<file path="src/rtl/l2_conv2x2.sv">
// ---------------------------------------------------------------------------
// l2_conv2x2
//   Layer-2 2x2 convolution stage. Walks every 2x2 window of the MAP_W x MAP_W
//   layer-2 feature map (anchors at row 1..MAP_W-1, col 1..MAP_W-1, linear
//   address row*MAP_W+col), reads the four taps from the feature-map RAM,
//   computes sum(dinN*wN) + (bias<<FRAC), rescales to Q.FRAC with saturation
//   and streams (MAP_W-1)^2 results over a valid/ready handshake.
//
//   Build option: define RELU_EN to clamp negative results to zero after
//   saturation. Latency and handshake are identical in both builds.
//
// Ports
//   clk, rst_n            clock (rising edge), async active-low reset
//   start                 one-cycle pass request, honoured only when idle
//   w0..w3                signed weights for taps addr-12, addr-11, addr-1, addr
//   bias                  signed bias, Q.FRAC
//   rd, addr_rd           RAM read enable and window anchor address
//   din0..din3            RAM taps (same order as weights), combinational
//   out_data, out_addr    signed result and its row-major index
//   out_valid, out_ready  result handshake
//   busy                  high from accepted start until done
//   done                  one-cycle pulse after the last result is accepted
// ---------------------------------------------------------------------------
module l2_conv2x2 #(
  parameter int DW    = 18,
  parameter int FRAC  = 8,
  parameter int MAP_W = 11,
  parameter int AW    = 7
) (
  input  logic          clk,
  input  logic          rst_n,
  input  logic          start,
  input  logic [DW-1:0] w0,
  input  logic [DW-1:0] w1,
  input  logic [DW-1:0] w2,
  input  logic [DW-1:0] w3,
  input  logic [DW-1:0] bias,
  output logic          rd,
  output logic [AW-1:0] addr_rd,
  input  logic [DW-1:0] din0,
  input  logic [DW-1:0] din1,
  input  logic [DW-1:0] din2,
  input  logic [DW-1:0] din3,
  output logic [DW-1:0] out_data,
  output logic [AW-1:0] out_addr,
  output logic          out_valid,
  input  logic          out_ready,
  output logic          busy,
  output logic          done
);

  localparam int PW = 2 * DW;      // product width
  localparam int SW = 2 * DW + 2;  // accumulator width (4 products + bias)
  localparam int CW = $clog2(MAP_W);

  localparam logic [AW-1:0] FIRST_ANCHOR = AW'(MAP_W + 1);
  localparam logic [AW-1:0] LAST_ANCHOR  = AW'(MAP_W * MAP_W - 1);
  localparam logic [CW-1:0] LAST_COL     = CW'(MAP_W - 1);

  localparam logic signed [SW-1:0] SAT_MAX = {{(SW-DW+1){1'b0}}, {(DW-1){1'b1}}};
  localparam logic signed [SW-1:0] SAT_MIN = {{(SW-DW+1){1'b1}}, {(DW-1){1'b0}}};
  localparam logic [DW-1:0]        RES_MAX = {1'b0, {(DW-1){1'b1}}};
  localparam logic [DW-1:0]        RES_MIN = {1'b1, {(DW-1){1'b0}}};

  typedef enum logic [1:0] {
    IDLE,
    RUN,
    DRAIN,
    DONE
  } state_e;

  state_e        state_q, state_d;
  logic [AW-1:0] anchor_q, anchor_d;
  logic [CW-1:0] col_q, col_d;
  logic          clr_idx;
  logic          stall;

  // Pipeline state: S1 products, S2 accumulator, S3 result (output regs).
  logic                 v1_q, v2_q, v3_q;
  logic signed [PW-1:0] prod_q [4];
  logic signed [PW-1:0] prod   [4];
  logic signed [SW-1:0] sum_q, sum_d;
  logic signed [SW-1:0] bias_ext;
  logic signed [SW-1:0] shifted;
  logic        [DW-1:0] sat;
  logic        [DW-1:0] res_q, res_d;
  logic        [AW-1:0] res_idx_q;
  logic        [AW-1:0] out_addr_q;

  // A result sitting in S3 that downstream refuses freezes the whole stage.
  assign stall = v3_q && !out_ready;

  // ---------------------------------------------------------------------
  // Control FSM and window address generator
  // ---------------------------------------------------------------------
  always_ff @(posedge clk or negedge rst_n) begin
    // NOTE: sequential state uses non-blocking assignments so every register
    // samples the pre-edge values regardless of statement order.
    if (!rst_n) begin
      state_q  <= IDLE;
      anchor_q <= '0;
      col_q    <= '0;
    end else begin
      state_q  <= state_d;
      anchor_q <= anchor_d;
      col_q    <= col_d;
    end
  end

  always_comb begin
    // NOTE: every output of this block gets a default first, so no path can
    // leave a signal unassigned and infer a latch.
    state_d  = state_q;
    anchor_d = anchor_q;
    col_d    = col_q;
    rd       = 1'b0;
    busy     = 1'b0;
    done     = 1'b0;
    clr_idx  = 1'b0;

    unique case (state_q)
      IDLE: begin
        if (start) begin
          state_d  = RUN;
          anchor_d = FIRST_ANCHOR;
          col_d    = CW'(1);
          clr_idx  = 1'b1;
        end
      end

      RUN: begin
        busy = 1'b1;
        // A stalled cycle issues nothing; the same anchor goes out again
        // with rd=1 once the stall releases.
        if (!stall) begin
          rd = 1'b1;
          if (anchor_q == LAST_ANCHOR) begin
            state_d  = DRAIN;
            anchor_d = '0;
            col_d    = '0;
          end else if (col_q == LAST_COL) begin
            // Skip column 0 of the next row.
            anchor_d = anchor_q + AW'(2);
            col_d    = CW'(1);
          end else begin
            anchor_d = anchor_q + AW'(1);
            col_d    = col_q + CW'(1);
          end
        end
      end

      DRAIN: begin
        busy = 1'b1;
        // Empty once S1/S2 are clear and S3 is either empty or being taken.
        if (!v1_q && !v2_q && (!v3_q || out_ready)) begin
          state_d = DONE;
        end
      end

      DONE: begin
        done    = 1'b1;
        state_d = IDLE;
      end

      default: state_d = IDLE;
    endcase
  end

  assign addr_rd = anchor_q;

  // ---------------------------------------------------------------------
  // Datapath
  // ---------------------------------------------------------------------
  assign prod[0] = $signed(din0) * $signed(w0);
  assign prod[1] = $signed(din1) * $signed(w1);
  assign prod[2] = $signed(din2) * $signed(w2);
  assign prod[3] = $signed(din3) * $signed(w3);

  assign bias_ext = SW'($signed(bias)) <<< FRAC;
  assign sum_d    = SW'(prod_q[0]) + SW'(prod_q[1]) + SW'(prod_q[2])
                  + SW'(prod_q[3]) + bias_ext;

  // Arithmetic shift floors toward -inf; then clip to the DW-bit range.
  assign shifted = sum_q >>> FRAC;

  always_comb begin
    if (shifted > SAT_MAX) begin
      sat = RES_MAX;
    end else if (shifted < SAT_MIN) begin
      sat = RES_MIN;
    end else begin
      sat = shifted[DW-1:0];
    end
`ifdef RELU_EN
    res_d = sat[DW-1] ? '0 : sat;
`else
    res_d = sat;
`endif
  end

  always_ff @(posedge clk or negedge rst_n) begin
    // NOTE: datapath registers are reset too so out_data reads 0 after reset;
    // the valid bits alone decide whether their contents mean anything.
    if (!rst_n) begin
      v1_q       <= 1'b0;
      v2_q       <= 1'b0;
      v3_q       <= 1'b0;
      prod_q     <= '{default: '0};
      sum_q      <= '0;
      res_q      <= '0;
      res_idx_q  <= '0;
      out_addr_q <= '0;
    end else if (clr_idx) begin
      res_idx_q <= '0;
    end else if (!stall) begin
      v1_q <= rd;
      if (rd) begin
        prod_q <= prod;
      end
      v2_q <= v1_q;
      if (v1_q) begin
        sum_q <= sum_d;
      end
      v3_q <= v2_q;
      if (v2_q) begin
        res_q      <= res_d;
        out_addr_q <= res_idx_q;
        res_idx_q  <= res_idx_q + AW'(1);
      end
    end
  end

  assign out_valid = v3_q;
  assign out_data  = res_q;
  assign out_addr  = out_addr_q;

endmodule

</file>
<file path="config.mk">
export PLATFORM = sky130hd
export DESIGN_NAME = l2_conv2x2
export DESIGN_NICKNAME = d
export VERILOG_FILES = /design/src/rtl/l2_conv2x2.sv
export SDC_FILE = /design/constraint.sdc
export NUM_CORES = 2
export LEC_CHECK = 0
export BUFFER_PORTS_ARGS = -buffer_cell sky130_fd_sc_hd__buf_4
export CAP_MARGIN = 20
export CORE_MARGIN = 4
export CORE_UTILIZATION = 55
export DETAILED_ROUTE_END_ITERATION = 10
export PLACE_DENSITY = 0.84
export RECOVER_POWER = 50
export SETUP_SLACK_MARGIN = 0.2
export SKIP_CTS_REPAIR_TIMING = 1
export SLEW_MARGIN = 10
export SYNTH_ARGS = -nofsm -noshare
export SYNTH_HDL_FRONTEND = slang
export SYNTH_SLANG_ARGS = --single-unit
</file>
<file path="constraint.sdc">
create_clock -name clk -period 12.36 [get_ports clk]
set_input_delay 0 -clock clk [delete_from_list [all_inputs] [get_ports clk]]
set_output_delay 0 -clock clk [all_outputs]
set_load 0.01 [all_outputs]
</file>
# After elaboration in Yosys (flattened, before gate mapping)
# Index checks and enable logic that the tools add are counted.
# totals
register_bits	230
inputBits	166
output_inout_bits	36
elab_cells	85
# op_classes
n_addsub	8
n_mul	4
n_lt_le_gt_ge	2
n_eq_ne	10
n_mux	26
n_bitwise	2
reduce_logical	19
# ops
op	count
$mul A18 B18 Y36	4
$mux W7	7
$add A37 B36 Y38	1
$add A38 B26 Y38	1
$add A38 B36 Y38	1
$add A36 B36 Y37	1
$mux W18	2
$gt A30 B18 Y1 const B	1
$lt A30 B18 Y1 const B	1
$mux W4	4
$add A7 B1 Y7 const B	2
$pmux W7 S2	1
$reduce_and A3 Y1	4
$ne A2 B2 Y1 const B	5
$mux W2	4
$pmux W2 S4	1
$pmux W4 S2	1
$add A7 B2 Y7 const B	1
$eq A7 B7 Y1 const B	1
$mux W1	6
$add A4 B1 Y4 const B	1
$eq A2 B2 Y1 const B	2
$eq A4 B4 Y1 const B	1
$logic_not A1 Y1	4
9 further kinds	14

# Logic depth before layout (Yosys ltp)
# logic_depth
ltp_word	5
depth_mapped	27
mapped_depth_nobuf	24

# Worst setup path before layout
# Ideal clock, no wire load.
# synth_path
kind	input to register
startpoint	input port din1[17]
endpoint	register prod_q[106] (netlist bit)
setup_ns	0.130
arrival_ns	6.067
required_ns	12.230
path_slack_ns	6.163
stages	22
n_path_buf	3
path_cell_list	clkbuf_1 > clkbuf_1 > nand2_1 > fa_1 > inv_1 > fa_1 > fa_1 > fa_1 > fa_1 > inv_1 > fa_1 > inv_1 > ha_1 > clkbuf_1 > a21o_1 > a21o_1 > a211o_1 > or3b_1 > o21ai_1 > o311ai_1 > xnor2_1 > o21ai_1
# synth_between
elab_chain_len	1
# synth_lines
element	line_no	text
start: declaration	41	input logic [DW-1:0] din1,
$mul A18 B18 Y36	175	assign prod[1] = $signed(din1) * $signed(w1);
end signal: assignment	218	prod_q <= prod;
end: declaration	80	logic signed [PW-1:0] prod_q [4];
# No other way between the ends.
# A chain may end at the register's enable or synchronous reset.

==> qor.yml <==
status:
  status: "finished, violations left"
  violations: "negative hold slack, max-capacitance violations, max-slew violations"
clock_network:
  cts_max_path_buffers: 3
  clock-root-buffer: "clkbuf_16"
  clk_pin_slew_ns: 0.06
  htreeDepth: 1
  insertion_delay_ns: 0.53
  cts.sinks: 222
  cts_buffers: 22
  cts_tree: "built"
logic_synthesis:
  synth_nets: 8422
  avgSynthCellArea_um2: 9.350
  yosysWarnings: 0
  synth_cell_types: 79
  synth_top_area_share_pct: 47.29
  synth_area_leader_cell: "fa_1"
  synth_top_flop_cell: "dfrtp_1"
  syn-instance-count: 6416
  syn-cell-area_um2: 59990
  ys_ff_latch: 222
  async_reset_ff_share_pct: 100.0
  synth.yosys.seq_area_share_pct: 9.261
  synth-edff-count: 0
  synth_area_leaders: "fa_1, inv_1, dfrtp_1"
sta:
  rsz0062_at_grt: "no"
  fmax_mhz: 153.5
  tightest_slew_ns: 4.136
  period_minus_slack_ns: 6.516
  tns_ns: 0
  drv_slew: 227
  setup_violations: 0
  timing.hold.ws_ns: -0.003429
  fin_skew_ns: 0.008842
  post-route-period-util_pct: 52.72
  hold_viol_final: 1
  max-slew-margin-rel_pct: -175.7
critical_path:
  cp_data_arrival_time_ns: 6.30
  regToRegSetupSlack_ns: 7.70
  reg2reg_to: "sum_q[36]"
  critPathKind: "in2async"
  endpoint_kind: "async pin"
  reg2reg_depth: 12
  regToRegStartpoint: "prod_q[23]"
  worstSetupStartpointType: "input port"
  required_ns: 12.15
  cp_max_fo: 81
layout:
  fin_nets: 8449
  multi_input_area_um2: 48000
  regArea_um2: 5555
  fill_cells: 8777
  area_delta_synth_final_pct: 5.417
  drive_gt1_share_pct: 3.763
die:
  fp-row-count: 120
  initial_utilization_pct: 55.72
  dieWidth_um: 338.3
  die_h_um: 338.3
  die_area_um2: 114400
  ios: 202
  core_um2: 107700
hold_path:
  min-delay-path-class: "in2reg"
  worst_hold_path.endpoint: "v1_q"
  hold_depth: 5
  hold_start: "start"
detailed_routing:
  drc_errors: 0
  vias: 43010
  vias_per_cell: 5.470
  drt_iter0_drc: 2936
  wl_mm: 145.6
  wl_per_cell_um: 18.51
  first_pass_iters: 6
  antenna_left: 0
grt:
  antenna_found_initial: 3
  gr-total-overflow: 0
  grt_pass1_wl_mm: 244.4
  grt_usage_pct: 26.24
  grt_max_degree: 107
  first_global_vias: 48240
place:
  gp_congestion: 0.8957
  dp_hpwl_mm: 120.7
  port_buffers: 201
run:
  max_cap_violations: 3
==> final cells by class <==
cell class              count  share of cell area (%)
clock inverters             9                  0.2077
multi-input cells        4474                   75.91
repair buffers            221                   2.447
inverters                1502                   8.915
well taps                1403                   2.776
diodes                      3                 0.01187
flip-flops and latches    222                   8.785
clock buffers              29                  0.9457
==> worst max path at each step <==
stage	slack (ns)	start	end	cells after the start
finish	5.84	rst_n	prod_q[101]	3
global route	4.30	rst_n	prod_q[135]	3
CTS	6.54	din1[17]	prod_q[106]	24
detailed placement	6.01	din1[17]	prod_q[106]	24
global placement	6.13	din1[17]	prod_q[106]	24
floorplan	6.16	din1[17]	prod_q[106]	22
==> placed cells by master, fill, tap and decap left out, types with 22 or more instances in the layout <==
cell and n:
o21ai_1 32, clkbuf_16 23, xnor2_1 100, nand2_1 889, nand2b_1 40, ha_1 423
o21ai_0 171, a211oi_1 28, nand3_1 41, nor2_1 151, o21a_1 22, nor3_1 24
inv_1 1502, a21o_1 48, fa_1 1417, and2_1 647, buf_4 171, a21oi_1 138
dfrtp_1 222, clkbuf_1 44, xor2_1 69
==> routing by layer <==
metal / vias to the layer above / global-route usage, % / share of wire (%)
met5: - / 0 / 0
met4: 0 / 8.748 / 4.0
met1: 21850 / 33.85 / 39
met3: 439 / 3.780 / 6.9
li1: 19030 / - / -
met2: 1691 / 45.79 / 50
==> stage by stage <==
step	util, %	worst slack [ns]	cells	area, um2
floorplan	-	6.163	6416	59990
global placement	58.08	6.129	7810	62530
CTS	58.76	6.536	7848	63260
finish	58.74	5.844	7863	63240
global route	58.74	4.300	7861	63230
detailed placement	58.08	6.006	7810	62530
==> kinds of logic after synthesis <==
family	count (synthesis)	share of synthesized area [%]
flip-flops	222	9.261
AO/OA/AOI/OAI	566	5.855
multiplexers	17	0.3108
adder cells (fa/ha/maj)	1840	56.11
AND/OR/NAND/NOR	1882	15.23
XOR/XNOR	169	2.467
buffers and inverters	1720	10.76
==> Yosys cell counts, drive strengths merged, types with 3 or more instances <==
cell / instances
mux2: 13
o31ai: 22
xnor2: 100
nor4: 7
nor3: 25
fa: 1417
inv: 1502
nand2b: 40
a21o: 48
nand4: 13
clkbuf: 211
dfrtp: 222
a21oi: 139
buf: 7
o221ai: 5
o2111ai: 4
a31oi: 18
o211ai: 11
mux2i: 4
a211o: 4
a31o: 3
o41ai: 4
o21a: 22
and3: 19
o311ai: 5
ha: 423
o21bai: 16
or3: 14
xor2: 69
nor2b: 10
nor2: 153
nand2: 890
o21ai: 204
nand3: 42
a21boi: 6
o31a: 5
a211oi: 29
and2: 649
or2: 6
a41oi: 5
and4: 3
==> worst max-delay path: stages <==
cell and delay [ns]:
dlygate4sd3_1 0.54, clkbuf_1 2.89, clkbuf_1 2.75
==> state kept, by name (all words and copies together), names as in the netlist, 2 cells and up <==
| name | count |
|---|---|
| addr_rd | 7 |
| col_q | 4 |
| out_addr | 7 |
| out_data | 18 |
| prod_q | 144 |
| res_idx_q | 7 |
| state_q | 2 |
| sum_q | 30 |
Power is left out: the tool's default activity adds up to more than one toggle a clock period on the data nets, which glitch-free logic cannot reach.
